$ cat config.mk
export PLATFORM = sky130hd
export DESIGN_NAME = seven_segment_scanner
export DESIGN_NICKNAME = d
export VERILOG_FILES = /design/src/rtl/seg_pkg.sv /design/src/rtl/slot_timer.sv /design/src/rtl/seven_segment_scanner.sv
export SDC_FILE = /design/constraint.sdc
export NUM_CORES = 1
export LEC_CHECK = 0
export CAP_MARGIN = 10
export CORE_ASPECT_RATIO = 1.1
export CORE_UTILIZATION = 25
export DETAILED_ROUTE_END_ITERATION = 8
export PLACE_DENSITY = 0.45
export SYNTH_ARGS = -nofsm -noshare
export SYNTH_HDL_FRONTEND = slang
export SYNTH_SLANG_ARGS = --single-unit
$ cat constraint.sdc
create_clock -name clk -period 10.4 [get_ports clk]
set_clock_uncertainty 0.1 [all_clocks]
set_input_delay 2.08 -clock clk [delete_from_list [all_inputs] [get_ports clk]]
set_output_delay 2.08 -clock clk [all_outputs]
set_load 0.01 [all_outputs]
$ cat src/rtl/seg_pkg.sv
// Shared definitions for the multiplexed seven-segment display path.
package seg_pkg;

    // Bit positions of each segment within a 7-bit digit pattern.
    localparam int SEG_A = 6;
    localparam int SEG_B = 5;
    localparam int SEG_C = 4;
    localparam int SEG_D = 3;
    localparam int SEG_E = 2;
    localparam int SEG_F = 1;
    localparam int SEG_G = 0;

    // Pattern driven while blanking, before polarity is applied.
    localparam logic [6:0] SEG_BLANK = 7'h00;

    // Phase within a digit slot.
    typedef enum logic {
        BLANK = 1'b0,
        DRIVE = 1'b1
    } scan_state_t;

endpackage

$ cat src/rtl/slot_timer.sv
// Digit-slot prescaler: counts PRESCALE cycles per slot and flags the
// leading blanking window, the first cycle and the last cycle of each slot.
module slot_timer #(
    parameter int PRESCALE     = 1000,
    parameter int BLANK_CYCLES = 16
) (
    input  logic clk,
    input  logic reset,
    output logic in_blank,
    output logic slot_start,
    output logic slot_end
);

    localparam int CW = (PRESCALE > 1) ? $clog2(PRESCALE) : 1;
    localparam logic [CW-1:0] LAST      = CW'(PRESCALE - 1);
    localparam logic [CW-1:0] BLANK_END = CW'(BLANK_CYCLES);

    logic [CW-1:0] slot_cnt;

    // Free-running slot counter, wrapping at the end of every slot.
    always_ff @(posedge clk or posedge reset) begin
        if (reset)         slot_cnt <= '0;
        else if (slot_end) slot_cnt <= '0;
        else               slot_cnt <= slot_cnt + CW'(1);
    end

    assign slot_end   = (slot_cnt == LAST);
    assign slot_start = (slot_cnt == '0);
    assign in_blank   = (BLANK_CYCLES > 0) && (slot_cnt < BLANK_END);

endmodule

$ cat src/rtl/seven_segment_scanner.sv
// Time-multiplexed seven-segment driver. Scans digits from the highest index
// down to 0, blanks at the start of each slot, and swaps in a new frame only
// at the frame boundary via a sticky request / one-cycle acknowledge.
module seven_segment_scanner
    import seg_pkg::*;
#(
    parameter int DISPLAY_WIDTH = 12,
    parameter int PRESCALE      = 1000,
    parameter int BLANK_CYCLES  = 16,
    parameter bit ACTIVE_LOW    = 1'b1
) (
    input  logic                          clk,
    input  logic                          reset,
    input  logic [DISPLAY_WIDTH-1:0][6:0] seven_segment_array,
    input  logic                          update_req,
    output logic                          update_ack,
    output logic                          frame_done,
    output logic [DISPLAY_WIDTH-1:0]      digit_enable,
    output logic [6:0]                    segments
);

    localparam int IW = (DISPLAY_WIDTH > 1) ? $clog2(DISPLAY_WIDTH) : 1;
    localparam logic [IW-1:0] LAST_IDX = IW'(DISPLAY_WIDTH - 1);

    // XOR masks that apply output polarity; also the inactive output levels.
    localparam logic [DISPLAY_WIDTH-1:0] EN_POL  = {DISPLAY_WIDTH{ACTIVE_LOW}};
    localparam logic [6:0]               SEG_POL = {7{ACTIVE_LOW}};

    logic                          in_blank;
    logic                          slot_start;
    logic                          slot_end;
    scan_state_t                   state;
    logic [IW-1:0]                 idx;
    logic [DISPLAY_WIDTH-1:0][6:0] shadow;
    logic [DISPLAY_WIDTH-1:0][6:0] shadow_d;
    logic                          pending;
    logic                          boundary;
    logic                          capture;
    logic [DISPLAY_WIDTH-1:0]      en_d;
    logic [6:0]                    seg_d;

    slot_timer #(
        .PRESCALE     (PRESCALE),
        .BLANK_CYCLES (BLANK_CYCLES)
    ) u_timer (
        .clk        (clk),
        .reset      (reset),
        .in_blank   (in_blank),
        .slot_start (slot_start),
        .slot_end   (slot_end)
    );

    assign state = in_blank ? BLANK : DRIVE;

    // The first cycle of the top digit's slot is the cycle right after the
    // wrap from digit 0. The reset state is that same point, so the first
    // cycle after release is a boundary too.
    assign boundary = slot_start && (idx == LAST_IDX);
    assign capture  = boundary && (pending || update_req);

    // Digit index steps down once per slot and wraps to the top digit.
    always_ff @(posedge clk or posedge reset) begin
        if (reset)         idx <= LAST_IDX;
        else if (slot_end) idx <= (idx == '0) ? LAST_IDX : idx - IW'(1);
    end

    // Next shadow value; outputs use it so a freshly captured frame is
    // shown from its first driven cycle, even with blanking disabled.
    always_comb begin
        shadow_d = shadow;
        if (capture) shadow_d = seven_segment_array;
    end

    // Request/ack handshake and frame capture. A request seen while the ack
    // is high belongs to the request just served and is not re-armed.
    always_ff @(posedge clk or posedge reset) begin
        if (reset) begin
            pending    <= 1'b0;
            shadow     <= '0;
            update_ack <= 1'b0;
            frame_done <= 1'b0;
        end else begin
            pending    <= !capture && (pending || (update_req && !update_ack));
            shadow     <= shadow_d;
            update_ack <= capture;
            frame_done <= boundary;
        end
    end

    // Logical (active-high) digit enable and segment pattern for this cycle.
    always_comb begin
        en_d  = '0;
        seg_d = SEG_BLANK;
        if (state == DRIVE) begin
            en_d[idx] = 1'b1;
            seg_d     = shadow_d[idx];
        end
    end

    // Output register; polarity is applied here, last.
    always_ff @(posedge clk or posedge reset) begin
        if (reset) begin
            digit_enable <= EN_POL;
            segments     <= SEG_POL;
        end else begin
            digit_enable <= en_d ^ EN_POL;
            segments     <= seg_d ^ SEG_POL;
        end
    end

endmodule

=== After elaboration in Yosys (flattened, before gate mapping) ===
Cells that the tools add are included.

* Bits in read-only memories: 0
* Bits in latches: 0
* Input port bits: 87
* Flip-flop bits (word level): 120
* RAM bits: 0
* Memories: 0
* Word-level logic and storage cells: 48
* Output and inout port bits: 21

* Magnitude comparators: 3
* Bitwise operators: 2
* Shifts and indexed selects: 0
* Muxes and demuxes: 9
* Add/sub/neg operators: 2
* Reduce and logical (&&, ||, !) cells: 11
* $mul: 0
* Div/mod/pow operators: 0
* Equality and inequality tests: 2

{| class="wikitable"
|+ Operator list
! kind !! count
|-
| $mux W84 || 1
|-
| $bmux W7 S4 || 1
|-
| $mux W7 || 2
|-
| $mux W12 || 1
|-
| $not A12 Y12 || 1
|-
| $add A10 B1 Y10 const B || 1
|-
| $eq A10 B10 Y1 const B || 1
|-
| $logic_not A10 Y1 || 1
|-
| $lt A10 B5 Y1 const B || 1
|-
| $mux W10 || 1
|-
| $not A7 Y7 || 1
|-
| $logic_and A1 B1 Y1 || 5
|-
| $lt A4 B5 Y1 const B || 1
|-
| $demux W1 S4 || 1
|-
| $eq A4 B4 Y1 const B || 1
|-
| $ge A4 B1 Y1 const B || 1
|-
| $logic_not A4 Y1 || 1
|-
| $mux W4 || 1
|-
| $sub A4 B1 Y4 const B || 1
|-
| $logic_not A1 Y1 || 2
|-
| $logic_or A1 B1 Y1 || 2
|-
| $mux W1 || 1
|}

=== Depth between registers and ports, before layout ===
Gate-level depths: netlist of the first run.

* Depth in word-level cells: 8
* Gate-level depth with buffers: 10

=== Modules after synthesis ===
From an unflattened synthesis of the first run, not the netlist that was laid out.

* Cell total of the unflattened synthesis: 459
* Area total of the unflattened synthesis: 5736.8 µm²

{| class="wikitable"
|+ Modules (own cells, without submodules)
! module !! cells each !! instances !! seq. area each (µm²) !! area each (µm²)
|-
| seven_segment_scanner || 404 || 1 || 2780.2 || 5210.0
|-
| slot_timer || 55 || 1 || 250.2 || 526.8
|}

=== Worst setup path before layout of the first run ===
OpenSTA, ideal clock, no wires.

* Path kind: input to register
* Start point: input update_req
* End point: register segments[6]
* Buffers on the path: 1
* Setup time: 0.081 ns
* Path slack: 6.639 ns
* Cell stages on the path: 8
* Arrival: 3.579 ns
* Path through: nor2_1 > nor3b_4 > nand2_4 > inv_6 > buf_12 > mux2_2 > o221a_2 > a211oi_2

{| class="wikitable"
|+ RTL lines
! what !! line !! text
|-
| start: declaration || seven_segment_scanner.sv:15 || <nowiki>input logic update_req,</nowiki>
|-
| end signal: assignment || seven_segment_scanner.sv:107 || <nowiki>segments <= seg_d ^ SEG_POL;</nowiki>
|-
| end: declaration || seven_segment_scanner.sv:19 || <nowiki>output logic [6:0] segments</nowiki>
|}

==> results of run 1 <==
## placed cells by master (no fill, tap or decap), types with 2 or more instances in the layout
master | Yosys | layout
xor2_1 | 3 | 3
nor2b_1 | 2 | 2
o21ai_0 | 26 | 26
xnor2_1 | 4 | 4
clkinv_2 | 0 | 2
ha_1 | 6 | 6
clkbuf_1 | 14 | 7
clkbuf_8 | 0 | 5
o22ai_1 | 6 | 6
nand3_1 | 13 | 13
clkdlybuf4s50_1 | 0 | 107
a31oi_1 | 9 | 9
nor2_1 | 18 | 17
dfstp_2 | 22 | 22
mux2_2 | 17 | 17
mux4_2 | 12 | 12
nand2b_1 | 2 | 2
o221ai_1 | 8 | 8
nand2_1 | 196 | 196
mux2_4 | 6 | 6
buf_4 | 2 | 3
dfrtp_1 | 98 | 98
o311a_1 | 6 | 6
nor3_1 | 3 | 2
o21a_1 | 7 | 7
clkbuf_16 | 0 | 17
a21oi_1 | 5 | 5
and3_1 | 9 | 9
inv_1 | 8 | 7
## logic make-up after synthesis
logic type | synth area share [%]
buf+inv | 3.14
simple gates | 19.5
flops | 55.9
fa+ha+maj | 1.39
compound gates | 8.57
xor+xnor | 1.13
mux | 10.4
## area by class of cell
type / instances / share of cell area, %
sequential: 120 / 41.4
multi-input combinational: 369 / 30.4
timing repair buffer: 110 / 15.0
clock buffer: 29 / 7.12
tap: 290 / 4.96
inverter: 9 / 0.565
clock inverter: 3 / 0.548
## worst min-delay path by stage
stage                 end  startpoint
2_1_floorplan  shadow[40]  shadow[40]
3_3_place_gp   shadow[39]  shadow[39]
3_5_place_dp   shadow[39]  shadow[39]
4_1_cts        shadow[39]  shadow[39]
5_1_grt        shadow[38]  shadow[38]
6_report       shadow[39]  shadow[39]
## power by group through the flow
stage	Sequential [mW]	Combinational (mW)	Clock, mW
after global placement	0.477	0.0516	0
final	0.470	0.0502	0.555
after global routing	0.470	0.0543	0.592
after detailed placement	0.477	0.0514	0
after floorplan	0.477	0.00837	0
after CTS	0.470	0.0517	0.569
## per-stage QoR
step	cell area [µm²]	worst slack [ns]	hold WS (ns)	power, mW	std cells
3_3_place_gp	6750	5.22	0.337	0.529	898
6_report	7310	5.55	0.354	1.08	930
3_5_place_dp	6750	5.10	0.346	0.529	898
5_1_grt	7310	5.34	0.378	1.12	930
4_1_cts	7310	5.54	0.357	1.09	930
2_1_floorplan	5420	5.07	0.326	0.486	525
## critical path, cell delays in order
cell and delay [ns]:
clkdlybuf4s50_1 0.49, nor2_1 0.14, nor3b_4 0.37, nand2_4 0.44
inv_6 0.64, mux2_2 0.42, o221a_2 0.28, a211oi_2 0.18
## registers in the layout (all words and copies together) (netlist names)
register / flops
shadow: 84
digit_enable: 12
u_timer.slot_cnt: 10
segments: 7
idx: 4
frame_done: 1
pending: 1
update_ack: 1
## per-layer routing
metal / up-vias / wire length (µm) / share of wire (%)
met5: - / 0 / 0
met4: 0 / 284 / 1.8
met3: 17 / 723 / 4.5
met2: 114 / 7670 / 48
met1: 2048 / 7440 / 46
li1: 1987 / - / -
==> run metrics, run 1 <==
hold path cells=2; # setup viols final=0; drt pass-1 iters=4; largest net degree at the start of global routing=82; Routed Wire Length=roughly 16000 µm; fraction of layout cells with a size suffix above 1=15.0%; number of flops mapped to enable cells by yosys=0; crit start category=input port; Synthesis Warnings=0; fin util=approximately a third; initial core utilization=25.4%; reg2reg start=idx[0]; Syn Inst Count=525; worst-margin pin slew=1.11 ns; critical path class=input port to register; clock buffer count from CTS=17; relative slew slack=about a quarter; Reg area=0.00303 mm²; Async SR Flop Fraction=100%; Internal Power=859 µW; Synth Register Bits=120; number of vias per cell=roughly 4.5; initial DRC count=around 240; most common cell in the netlist=nand2_1; status=finished, final reports clean; root buf cell=clkbuf_16; CTS tree=yes; Antenna diodes=0; Via Count=between 4000 and 5000; first-pass GRT wire length=25300 µm; Main synth FF type=dfrtp_1; Area Overhead vs Synth=35.0%; Fillers=around 2200; R2R setup slack=around 6.3 ns; Reg clk slew, reported paths=approximately 0.05 ns; CP arrival=5.08 ns; RSZ-0062 raised after global routing=no; width of the die=142 µm; Fin Setup TNS=0 ns; vias in the first global route=4428; Syn Std Cell Area=0.00542 mm²; combinational fraction of design power=4.7%; post-CTS setup repair buffer count=0; Synth area leaders=dfrtp_1, nand2_1, dfstp_2; achievable frequency=206 MHz; GPL Wtd Cong=0.797; hold buffers post-CTS=0; top-area cell type share of the netlist area=45.3%; Buffers on Ports=107; GR peak layer=met2; Final Hold Vio Count=0; CORE AREA=0.0213 mm²; CTS sink count=120; DIE AREA=0.0223 mm²; post-synth cell types=40; met1 GRT Util=about 21%; Critical Path Source=update_req; # resized after CTS=0; Static Leakage=~3.4 nW; Site Rows=56; reg2reg path depth=8; Sw Share=~20%; GR Util All Layers=15.5%; Seq/Total Area, Yosys=55.9%; nets@finish=between 700 and 800; Worst setup EP type=register; CTS H-tree depth=4; wire length per cell=between 15 and 20 µm; Synth top cells by count=nand2_1, dfrtp_1, o21ai_0, dfstp_2, nor2_1; Max clock buf depth=2; final worst-path cycle share=46.7%; Clk Latency, worst-skew pair=0.42 ns; worst hold-check path type=register to register; placed wire-length estimate=approximately 11000 µm; I/O pin cnt=around 110; VDD IR max=125 µV; Syn Nets=around 620; DIE HEIGHT=156 µm; power per cell area=147 mW/mm²; Critical Path Sink=segments[6]; total gr overflow=0; Synth area leader=dfrtp_1; DRC=0; min Tclk post-route=4.85 ns; GRT met3 Usage=between 2 and 3%; r2r endpoint=segments[6]; GRT met2 Usage=24.8%; Final Max Tran Viols=0; Crit path required time=10.63 ns; Avg Cell Area, Syn=10.3 µm²; Worst Path Max Fanout=71; share of power burned in registers=43.7%; sw power=217 µW; final antenna-violating net count=0; Clk network pwr share=51.6%; area of the multi-input gates=0.00222 mm²; Max-Cap Viols=0; initial antenna violation count=0
Note: power is estimated with default switching activity, not from simulation.
==> run 2, diff against run 1 <==
==> constraint.sdc (replaced) <==
create_clock -name clk -period 4.7 [get_ports clk]
set_clock_uncertainty 0.1 [all_clocks]
set_input_delay 0.94 -clock clk [delete_from_list [all_inputs] [get_ports clk]]
set_output_delay 0.94 -clock clk [all_outputs]
set_load 0.01 [all_outputs]
==> run metrics, run 2 (synthesized netlist as in run 1, its figures left out) <==
status=finished, final reports clean; I/O pin cnt=108 (unchanged); drt pass-1 iters=4 (unchanged); power per cell area=316 mW/mm² (+110%); crit start category=register; GPL Wtd Cong=0.741 (-7.0%); final antenna-violating net count=0 (unchanged); CTS sink count=120 (unchanged); Worst Path Max Fanout=10 (-86%); # setup viols final=0 (unchanged); reg2reg path depth=8 (unchanged); r2r endpoint=segments[3]; hold buffers post-CTS=0 (unchanged); Final Max Tran Viols=0 (unchanged); wire length per cell=16.9 µm (-2.4%); wl on met1=7580 µm (+2.0%); total gr overflow=0 (unchanged); Biggest register=shadow; Crit path largest cell delay=0.60 ns (-0.04 ns); R2R setup slack=1.43 ns (-4.84 ns); initial DRC count=285 (+17%); area of placed instances=0.00680 mm² (+0.78%); CP arrival=3.52 ns (-1.56 ns); total power=2.32 mW (+120%); placed wire-length estimate=11400 µm (+1.2%); Static Leakage=3.43 nW (+0.75%); DIE AREA=0.0223 mm² (unchanged); clock buffer count from CTS=17 (unchanged); DIE HEIGHT=156 µm (unchanged); initial antenna violation count=0 (unchanged); root buf cell=clkbuf_16; final non-filler cell area=0.00734 mm² (+0.38%); Critical Path Source=idx[0]; Fin Setup TNS=0 ns (unchanged); post-CTS setup repair buffer count=0 (unchanged); Max-Cap Viols=0 (unchanged); Site Rows=56 (unchanged); share of power burned in registers=44.9% (+1.2 points); nets@finish=727 (+0.97%); Critical Path Sink=segments[3]; relative slew slack=25.1% (-0.76 points); vias in the first global route=4320 (-2.4%); crit-path cells=ha_1 > and4bb_1 > nand4_2 > nor2_2 > buf_4 > mux4_2 > o221ai_1 > o311a_1; Worst Path Buf+Inv=1 (-1); Clk network pwr share=50.4% (-1.2 points); CTS H-tree depth=4 (unchanged); largest net degree at the start of global routing=72 (-12%); met3 wire len=636 µm (-12%); DRC=0 (unchanged); setup ws final=1.43 ns (-4.12 ns); width of the die=142 µm (unchanged); # resized after CTS=0 (unchanged); RSZ-0062 raised after global routing=no; Critical Path Stages=8 (unchanged); Antenna diodes=0 (unchanged); Buffers on Ports=107 (unchanged); Fillers=2217 (+1.1%); fin util=34.5% (+0.13 points); worst-margin pin slew=1.12 ns (+0.0114 ns); first-pass GRT wire length=24700 µm (-2.5%); GR Util All Layers=15.1% (-0.44 points); Placement Setup Slack=1.11 ns (-3.99 ns); most frequent cells in the layout=nand2_1, clkdlybuf4s50_1, dfrtp_1, o21ai_0, dfstp_2; Area Overhead vs Synth=35.5%; max reg flops=84 (unchanged); Critical Path Slowest Stage Cell=nor2_2; reg2reg start=idx[0]; CTS tree=yes; Via Count=4127 (-0.94%); achievable frequency=approximately 310 MHz; Routed Wire Length=15900 µm (-1.7%); Clk Latency, worst-skew pair=0.41 ns (about the same); min Tclk post-route=3.27 ns; routed length on met2=7470 µm (-2.7%); fraction of layout cells with a size suffix above 1=15.9% (+0.92 points); Worst setup EP type=register; biggest registers after layout=shadow x84, digit_enable x12, u_timer.slot_cnt x10; Sw Share=20.3% (+0.15 points); VDD IR max=228 µV (+82%); Reg clk slew, reported paths=0.05 ns (about the same); CORE AREA=0.0213 mm² (unchanged); Max clock buf depth=2 (unchanged); worst hold-check path type=register to register; area of the multi-input gates=0.00222 mm² (unchanged); number of vias per cell=4.40 (-1.7%); Reg area=0.00303 mm² (unchanged); combinational fraction of design power=4.8% (about the same); Crit path required time=4.95 ns (-5.68 ns); final worst-path cycle share=69.6%; Crit path max-delay family=simple AND/OR/NAND/NOR gates; Internal Power=1.85 mW (+120%); critical path class=register to register; most common cell after layout, fill and taps aside=nand2_1; initial core utilization=25.4% (unchanged); sw power=471 µW (+120%); top sig layer=met4; Final Hold Vio Count=0 (unchanged)
[run 2: power by group through the flow]
stage          Sequential [mW]  Combinational, mW  Clock (mW)
2_1_floorplan             1.06             0.0185           0
3_3_place_gp              1.06              0.114           0
3_5_place_dp              1.06              0.113           0
4_1_cts                   1.04              0.114        1.20
5_1_grt                   1.04              0.120        1.25
6_report                  1.04              0.111        1.17
[run 2: worst min-delay path by stage]
stage / start / to / slack (ns) / cells past startpoint
5_1_grt: shadow[36] / shadow[36] / 0.37 / 2
6_report: shadow[39] / shadow[39] / 0.35 / 2
3_3_place_gp: shadow[36] / shadow[36] / 0.34 / 2
4_1_cts: shadow[39] / shadow[39] / 0.36 / 2
2_1_floorplan: shadow[40] / shadow[40] / 0.33 / 2
3_5_place_dp: shadow[35] / shadow[35] / 0.35 / 2
[run 2: layout make-up]
class / count / share of cell area, %
well taps: 290 / 4.94
clock buffers: 29 / 7.09
clock inverters: 3 / 0.205
repair buffers: 117 / 15.6
multi-input cells: 369 / 30.3
flip-flops and latches: 120 / 41.3
inverters: 9 / 0.563
[run 2: per-layer routing]
layer / track usage (%) / vias to the layer above
li1: - / 1994
met4: 5.12 / 0
met5: 0 / -
met3: 3.49 / 10
met1: 20.1 / 2033
met2: 23.9 / 90
[run 2: per-stage QoR]
step | hold slack (ns) | std cells
5_1_grt | 0.373 | 937
2_1_floorplan | 0.326 | 525
6_report | 0.354 | 937
3_5_place_dp | 0.347 | 905
3_3_place_gp | 0.340 | 905
4_1_cts | 0.359 | 937
[run 2: worst min-delay path, delay by kind of cell (launching register included)]
| kind | cells | cell delay [ns] |
|---|---|---|
| flip-flops | 1 | 0.32 |
| AND/OR/NAND/NOR | 2 | 0.10 |
==> run 3, diff against run 2 <==
--- a/config.mk
+++ b/config.mk
@@ -9,7 +9,7 @@
 export CORE_ASPECT_RATIO = 1.1
 export CORE_UTILIZATION = 25
 export DETAILED_ROUTE_END_ITERATION = 8
-export PLACE_DENSITY = 0.45
+export PLACE_DENSITY = 0.46
 export SYNTH_ARGS = -nofsm -noshare
 export SYNTH_HDL_FRONTEND = slang
 export SYNTH_SLANG_ARGS = --single-unit
==> constraint.sdc (replaced) <==
create_clock -name clk -period 2.7 [get_ports clk]
set_clock_uncertainty 0.1 [all_clocks]
set_input_delay 0.54 -clock clk [delete_from_list [all_inputs] [get_ports clk]]
set_output_delay 0.54 -clock clk [all_outputs]
set_load 0.01 [all_outputs]
==> run metrics, run 3 (synthesized netlist as in run 1, its figures left out) <==
status=finished, final reports clean; Clk network pwr share=54.5% (+4.1 points); Fillers=2157 (-2.7%); initial core utilization=25.4% (unchanged); total gr overflow=0 (unchanged); post-CTS setup repair buffer count=0 (unchanged); biggest registers after layout=shadow x84, digit_enable x12, u_timer.slot_cnt x10; final worst-path cycle share=95.9% (+26 points); CTS tree=yes; sw power=932 µW (+98%); CP arrival=2.85 ns (-0.67 ns); Max-Cap Viols=0 (unchanged); drt pass-1 iters=4 (unchanged); DIE AREA=0.0223 mm² (unchanged); vias in the first global route=4332 (+0.28%); largest net degree at the start of global routing=121 (+68%); Clk Latency, worst-skew pair=0.43 ns (+0.02 ns); most frequent cells in the layout=nand2_1, clkdlybuf4s50_1, dfrtp_1, buf_4, o21ai_0; number of vias per cell=4.41 (+0.11%); # setup viols final=0 (unchanged); width of the die=142 µm (unchanged); setup ws final=0.110 ns (-1.32 ns); combinational fraction of design power=4.3% (-0.5 points); achievable frequency=386 MHz (+26%); Worst setup EP type=register; fin util=35.8% (+1.4 points); initial antenna violation count=0 (unchanged); wire length per cell=16.5 µm (-2.4%); I/O pin cnt=108 (unchanged); root buf cell=clkbuf_16; relative slew slack=54.8% (+30 points); Sw Share=21.2% (+0.89 points); first-pass GRT wire length=24500 µm (-0.98%); initial DRC count=244 (-14%); Reg clk slew, reported paths=0.06 ns (about the same); GR Util All Layers=15.1% (+0.022 points); Final Hold Vio Count=0 (unchanged); Site Rows=56 (unchanged); placed wire-length estimate=11400 µm (+0.38%); VDD IR max=382 µV (+67%); nets@finish=745 (+2.5%); CTS sink count=120 (unchanged); CORE AREA=0.0213 mm² (unchanged); Worst Path Max Fanout=13 (+3); critical path class=register to register; Internal Power=3.46 mW (+88%); most common cell after layout, fill and taps aside=nand2_1; max reg flops=84 (unchanged); Biggest register=shadow; power per cell area=576 mW/mm² (+83%); worst hold-check path type=register to register; Antenna diodes=0 (unchanged); clock buffer count from CTS=17 (unchanged); total power=4.40 mW (+90%); Final Max Tran Viols=0 (unchanged); RSZ-0062 raised after global routing=no; share of power burned in registers=41.1% (-3.8 points); Reg area=0.00303 mm² (unchanged); worst-margin pin slew=0.678 ns (-0.446 ns); Via Count=4211 (+2.0%); Static Leakage=3.55 nW (+3.4%); GPL Wtd Cong=0.781 (+5.4%); DRC=0 (unchanged); crit start category=register; Area Overhead vs Synth=40.8%; final antenna-violating net count=0 (unchanged); Routed Wire Length=15800 µm (-0.49%); Max clock buf depth=2 (unchanged); DIE HEIGHT=156 µm (unchanged); area of the multi-input gates=0.00224 mm² (+0.84%); min Tclk post-route=2.59 ns (-0.681 ns); Placement Setup Slack=-0.139 ns (-1.25 ns); Crit path required time=2.96 ns (-1.99 ns); CTS H-tree depth=4 (unchanged); fraction of layout cells with a size suffix above 1=19.7% (+3.8 points); Buffers on Ports=107 (unchanged)
-- run 3: changes by cell type in the layout (fill, tap and decap cells not counted), sizes merged --
cell / before / now
buf: 10 / 28
clkbuf: 29 / 17
inv: 9 / 8
clkinvlp: 0 / 8
clkinv: 3 / 4
bufinv: 0 / 4
-- run 3: layout make-up --
class	count	share of cell area, %
clock buffers	17	5.58
clock inverters	15	2.67
inverters	9	0.590
multi-input cells	369	29.4
flip-flops and latches	120	39.7
well taps	290	4.76
repair buffers	135	17.3
-- run 3: through the flow --
stage	instances	area [µm²]	hold WS, ns	TNS, ns
finish	955	7630	0.360	0
global route	955	7630	0.385	0
CTS	955	7600	0.359	0
detailed placement	923	6970	0.346	-0.701
global placement	923	6970	0.338	-0.255
floorplan	525	5420	0.326	0
-- run 3: metal layers --
layer / wire length, µm / track usage, %
met5: 0 / 0
met4: 225 / 5.99
met3: 793 / 3.89
met2: 7340 / 23.4
met1: 7420 / 20.1
-- run 3: final timing paths --
| path | slack, ns | depth (start not counted) | to | from |
|---|---|---|---|---|
| max | 0.11 | 8 | segments[4] | idx[0] |
| min | 0.36 | 2 | shadow[35] | shadow[35] |
| max reg2reg | 0.11 | 8 | segments[4] | idx[0] |
| min reg2reg | 0.36 | 2 | shadow[35] | shadow[35] |
| max in group asynchronous | 1.44 | 3 | u_timer.slot_cnt[2] | reset |
| min in group asynchronous | 0.56 | 3 | shadow[45] | reset |
-- run 3: power by group through the flow --
stage	logic (mW)	clock network (mW)	registers, mW
5_1_grt	0.206	2.54	1.81
4_1_cts	0.195	2.45	1.81
3_5_place_dp	0.194	0	1.84
6_report	0.190	2.40	1.81
3_3_place_gp	0.195	0	1.84
2_1_floorplan	0.0326	0	1.84
-- run 3: critical path, cell delays in order, from the launching register on --
cell and delay [ns]:
dfstp_2 0.53, ha_1 0.16, and4bb_2 0.28, nand4_2 0.17, nor2_4 0.17, buf_12 0.17
mux4_2 0.51, o221ai_1 0.24, o311a_1 0.20
-- run 3: what timing repair did --
item / in CTS / in global routing
setup endpoints to repair: 0 / 6
resized for setup: 0 / 8
hold buffers: 0 / 0
==> variant 1 (config.mk and constraints of run 3) <==
Change the parameter `DISPLAY_WIDTH` from 12 to 6.
--- a/src/rtl/seven_segment_scanner.sv
+++ b/src/rtl/seven_segment_scanner.sv
@@ -4,7 +4,7 @@
 module seven_segment_scanner
     import seg_pkg::*;
 #(
-    parameter int DISPLAY_WIDTH = 12,
+    parameter int DISPLAY_WIDTH = 6,
     parameter int PRESCALE      = 1000,
     parameter int BLANK_CYCLES  = 16,
     parameter bit ACTIVE_LOW    = 1'b1
Interface: changed (resized digit_enable and seven_segment_array); port bits go from 108 to 60. The function was not compared with the original's and may differ.
==> variant 1 against run 3 <==
- routed wire length down 49%
- design area fell by 41%
- power is 44% lower
- fmax up 7.9%
- cell count fell by 47%
- hold slack better by 22 ps
- area after synthesis shrank 37%
- sequential cell count fell by 49
- sequential power shrank 41%
- setup slack better by 190 ps
- die area fell by 36%
- largest cell class unchanged
==> variant 1: results (changes against run 3) <==
[outcome]
outcome = completed  ; unchanged

[grt]
grt_pass1_vias = 2397  ; was 4,332
track_usage_pct = 12.2  ; was 15.1%
grt_max_degree = 36  ; was 121
grt_pass1_wl_mm = 13.1  ; was 24.5 mm

[pwr]
switching_share_pct = 20.0  ; was 21.2%
leakagePower_uw = 0.00199  ; was 0.00355 uW
peakVddDrop_mv = 0.202  ; was 0.382 mV

[setup_path]
cp_top_family = buffers and inverters  ; was simple AND/OR/NAND/NOR gates
r2r_setup_slack_ps = 300  ; was 110 ps
arrival_ps = 2520  ; was 2850 ps
slowest_stage = buf_4  ; was dfstp_2
max_stage_delay_ps = 440  ; was 530 ps
rr_startpoint = u_timer.slot_cnt[0]  ; was idx[0]
path_max_fanout = 25  ; was 13
reg2reg_to = shadow[10]  ; was segments[4]

[clocking]
clockBufferDepth = 2  ; unchanged
htree_levels = 3  ; was 4
clk_pin_slew_ps = 60  ; about the same
numCtsBuffers = 9  ; was 17
clk_latency_ps = 330  ; was 430 ps
cts_resized = 0  ; unchanged

[cells_and_area]
nFillCells = 1319  ; was 2,157
ff_latch_area_um2 = 1800  ; was 3030 um2
drive_gt1_share_pct = 31.9  ; was 19.7%
post_layout_nonfiller_instances = 507  ; was 955
reg_top3 = shadow (42), u_timer.slot_cnt (10), segments (7)  ; was shadow (84), digit_enable (12), u_timer.slot_cnt (10)
nets = 366  ; was 745

[drt]
met1_length_mm = 3.88  ; was 7.42 mm
wl_per_cell_um = 16.0  ; was 16.5 um
wl_met2_mm = 3.73  ; was 7.34 mm
route.detailed.vias_per_inst = 4.30  ; was 4.41
wl_met3_um = 408  ; was 793 um
drtIter0Drc = 79  ; was 244

[die]
start_util_pct = 25.9  ; was 25.4%

[logic_synthesis]
netlist_top_cells_area = dfrtp_1 (41%), mux2_4 (18%), dfstp_2 (11%)  ; was dfrtp_1 (45%), nand2_1 (14%), dfstp_2 (11%)
synth.top_cells.by_count = dfrtp_1 (56), mux2_4 (40), nor2_1 (19), mux2_2 (17), dfstp_2 (15)  ; was nand2_1 (196), dfrtp_1 (98), o21ai_0 (26), dfstp_2 (22), nor2_1 (18)
syn-num-nets = 302  ; was 618
ys_types = 35  ; was 40
ys_seq_area_share_pct = 52.3  ; was 55.9%

[placed_design]
io_buffer_count = 59  ; was 107
place_congestion = 0.746  ; was 0.781
hpwl_mm = 5.68  ; was 11.4 mm
place_inst = 491  ; was 923

[worst_hold_path]
min_from = u_timer.slot_cnt[0]  ; was shadow[35]
whs_path_depth = 1  ; was 2
worstHoldEndpoint = u_timer.slot_cnt[0]  ; was shadow[35]

[sta]
worst_pin_slew_ps = 765  ; was 678 ps

variant 1: cell families (layout without fill, tap and decap cells):
group           after synthesis  after routing  share of synthesized area, %
flops                        71             71                          52.3
simple gates                 61             61                          9.52
mux                          57             57                          23.1
compound gates               35             35                          7.51
buf+inv                      21             90                          4.92
xor+xnor                      6              6                          1.53
fa+ha+maj                     3              3                          1.09
variant 1: worst max-delay path by stage:
stage / start / endpoint / slack, ps / depth (start not counted)
final: u_timer.slot_cnt[0] / shadow[10] / 300 / 7
after global routing: u_timer.slot_cnt[0] / shadow[31] / 160 / 7
after CTS: u_timer.slot_cnt[0] / shadow[25] / 250 / 7
after detailed placement: u_timer.slot_cnt[0] / shadow[5] / 260 / 7
after global placement: u_timer.slot_cnt[0] / shadow[11] / 250 / 7
after floorplan: reset / frame_done / 290 / 1
variant 1: layout make-up:
class                      instances  area share (%)
tap                              184            5.08
clock buffer                      11            5.57
clock inverter                     5            1.77
inverter                           5           0.414
sequential                        71            39.6
multi-input combinational        162            32.3
timing repair buffer              69            15.2
variant 1: routing by layer:
| layer | vias to the layer above | track usage, % |
|---|---|---|
| met5 | - | 0 |
| met4 | 0 | 3.72 |
| met3 | 7 | 4.18 |
| met2 | 49 | 18.7 |
| met1 | 1078 | 16.2 |
| li1 | 1045 | - |
variant 1: through the flow:
| stage | hold slack, ps | worst slack (ps) |
|---|---|---|
| floorplan | 354 | 288 |
| global placement | 371 | 251 |
| detailed placement | 377 | 255 |
| CTS | 385 | 251 |
| global route | 402 | 161 |
| finish | 382 | 300 |
variant 1: power groups by stage:
stage | sequential (uW) | combinational (uW) | clock (uW)
finish | 1070 | 96.7 | 1320
global route | 1060 | 106 | 1390
CTS | 1070 | 100 | 1350
detailed placement | 1080 | 99.5 | 0
global placement | 1080 | 101 | 0
floorplan | 1080 | 16.8 | 0
==> variant 2 (flow settings as in run 3) <==
Made on the original files. Reset style: synchronous (`reset`), changed in 4 clocked blocks.
--- a/src/rtl/slot_timer.sv
+++ b/src/rtl/slot_timer.sv
@@ -18,7 +18,7 @@
     logic [CW-1:0] slot_cnt;
 
     // Free-running slot counter, wrapping at the end of every slot.
-    always_ff @(posedge clk or posedge reset) begin
+    always_ff @(posedge clk) begin
         if (reset)         slot_cnt <= '0;
         else if (slot_end) slot_cnt <= '0;
         else               slot_cnt <= slot_cnt + CW'(1);
--- a/src/rtl/seven_segment_scanner.sv
+++ b/src/rtl/seven_segment_scanner.sv
@@ -59,7 +59,7 @@
     assign capture  = boundary && (pending || update_req);
 
     // Digit index steps down once per slot and wraps to the top digit.
-    always_ff @(posedge clk or posedge reset) begin
+    always_ff @(posedge clk) begin
         if (reset)         idx <= LAST_IDX;
         else if (slot_end) idx <= (idx == '0) ? LAST_IDX : idx - IW'(1);
     end
@@ -73,7 +73,7 @@
 
     // Request/ack handshake and frame capture. A request seen while the ack
     // is high belongs to the request just served and is not re-armed.
-    always_ff @(posedge clk or posedge reset) begin
+    always_ff @(posedge clk) begin
         if (reset) begin
             pending    <= 1'b0;
             shadow     <= '0;
@@ -98,7 +98,7 @@
     end
 
     // Output register; polarity is applied here, last.
-    always_ff @(posedge clk or posedge reset) begin
+    always_ff @(posedge clk) begin
         if (reset) begin
             digit_enable <= EN_POL;
             segments     <= SEG_POL;
Formal check against the unedited RTL: differs if reset is asserted again (counterexample within 4 cycles, from zero or initial values and one cycle with reset high); with reset held inactive, the same outputs for 10 cycles.
==> variant 2 against run 3 <==
- area after synthesis is 1.3% higher
- synthesized cell count rose by 28%
- setup slack improved by 91 ps
- sequential cell count unchanged
- cell count rose by 14%
- first-iteration DRC count grew 39%
- fmax is 3.6% higher
- routed wire length increased by 18%
- design area up 0.69%
- largest cell class is now multi-input combinational cells
Power is not compared: it rests on default switching activity, and its combinational part moved more than twofold at a synthesized area within 25%.
==> variant 2: results (changes against run 3) <==
[outcome]
outcome = completed  ; unchanged

[logic_synthesis]
syn-num-nets = 765  ; was 618
synth.top_cells.by_count = dfxtp_1 (120), nand2_1 (120), a21oi_1 (78), and3_1 (50), a211oi_1 (47)  ; was nand2_1 (196), dfrtp_1 (98), o21ai_0 (26), dfstp_2 (22), nor2_1 (18)
synth_compound_area_share_pct = 21.2  ; was 8.57%
ys_seq_area_share_pct = 43.8  ; was 55.9%
muxShareOfSynthArea_pct = 2.05  ; was 10.4%
ys_types = 46  ; was 40
synth_ff_type = dfxtp_1  ; was dfrtp_1
netlist_top_cells_area = dfxtp_1 (44%), nand2_1 (8.2%), a21oi_1 (7.1%)  ; was dfrtp_1 (45%), nand2_1 (14%), dfstp_2 (11%)
synth-xor-area-share_pct = 1.28  ; was 1.13%
async_reset_ff_share_pct = 0  ; was 100%
syn_inst = 672  ; was 525
synth_adder_area_share_pct = 1.37  ; was 1.39%

[placed_design]
place_inst = 1057  ; was 923
dpl_cell_area_um2 = 7040  ; was 6970 um2
hpwl_mm = 13.6  ; was 11.4 mm
io_buffer_count = 107  ; unchanged
place_congestion = 0.813  ; was 0.781
place_ws_ps = -111  ; was -139 ps

[drt]
route.detailed.vias_per_inst = 4.86  ; was 4.41
drtPass1Iterations = 7  ; was 4
wl_per_cell_um = 17.1  ; was 16.5 um
drtIter0Drc = 339  ; was 244
vias = 5297  ; was 4,211

[worst_hold_path]
min_path_type = reg -> reg  ; unchanged
min_from = shadow[47]  ; was shadow[35]
worstHoldEndpoint = shadow[47]  ; was shadow[35]
whs_path_depth = 2  ; unchanged

[clocking]
htree_levels = 4  ; unchanged
numCtsBuffers = 17  ; unchanged
clk_latency_ps = 420
cts-root-buf = clkbuf_16  ; unchanged
clockBufferDepth = 2  ; unchanged
clk_pin_slew_ps = 60  ; about the same
cts_resized = 2  ; was 0
cts_setup_buffers = 0  ; unchanged

[grt]
grt_pass1_wl_mm = 29.0  ; was 24.5 mm
antenna_found_initial = 0  ; unchanged
grt_max_degree = 56  ; was 121
track_usage_pct = 17.3  ; was 15.1%
grt_pass1_vias = 5246  ; was 4,332

[pwr]
peakVddDrop_mv = 0.387

[setup_path]
rr_worst_depth = 8  ; unchanged
rr_startpoint = idx[0]  ; unchanged
max_stage_delay_ps = 330  ; was 530 ps
slowest_stage = dfxtp_1  ; was dfstp_2
path_max_fanout = 41  ; was 13
r2r_setup_slack_ps = 200  ; was 110 ps
reg2reg_to = segments[2]  ; was segments[4]
crit_type = reg -> reg  ; unchanged
arrival_ps = 2690  ; was 2850 ps

[cells_and_area]
drive_gt1_share_pct = 13.4  ; was 19.7%
nFillCells = 2266  ; was 2,157
nets = 879  ; was 745
reg_top3 = shadow (84), digit_enable (12), u_timer.slot_cnt (10)  ; unchanged
antenna_cells = 0  ; unchanged

[sta]
worst_pin_slew_ps = 1010  ; was 678 ps

-- variant 2: cell types whose count changed after synthesis, moves of 12 or more --
cell	run 3	this run
clkbuf_1	14	32
a21oi_1	5	78
mux2_2	17	0
nor4_1	0	14
dfxtp_1	0	120
nor2_1	18	30
nand3_1	13	41
dfrtp_1	98	0
and3_1	9	50
nand2_1	196	120
a211oi_1	0	47
dfstp_2	22	0
a31o_2	0	12
-- variant 2: how the worst max path moves through the flow --
stage,end,slack [ps],cells past startpoint
global placement,segments[5],-140,7
CTS,segments[2],60,8
global route,segments[3],80,9
detailed placement,segments[5],-110,7
floorplan,segments[0],390,7
finish,segments[2],200,8
-- variant 2: routing by layer --
layer | vias up | part of all wire [%] | GRT usage (%)
met5 | - | 0 | 0
met4 | 0 | 3.2 | 8.41
met3 | 27 | 4.4 | 3.50
met2 | 166 | 47 | 28.2
met1 | 2467 | 45 | 21.6
li1 | 2637 | - | -
-- variant 2: layout make-up --
class / instances / area, um2 / share of cell area, %
clock buffer: 17 / 425 / 5.54
sequential: 120 / 2400 / 31.3
inverter: 7 / 26.3 / 0.342
timing repair buffer: 152 / 1470 / 19.1
tap: 290 / 363 / 4.72
multi-input combinational: 488 / 2800 / 36.4
clock inverter: 15 / 203 / 2.64
-- variant 2: power groups by stage --
stage / Sequential, uW / Combinational (uW) / Clock, uW
3_5_place_dp: 1960 / 763 / 0
2_1_floorplan: 1950 / 432 / 0
5_1_grt: 1940 / 839 / 2550
3_3_place_gp: 1960 / 755 / 0
4_1_cts: 1920 / 767 / 2470
6_report: 1930 / 766 / 2400
-- variant 2: metrics by stage --
step | util, % | hold slack [ps]
floorplan | - | 329
global placement | 32.8 | 338
detailed placement | 32.8 | 347
CTS | 35.8 | 355
global route | 35.8 | 369
finish | 35.8 | 355
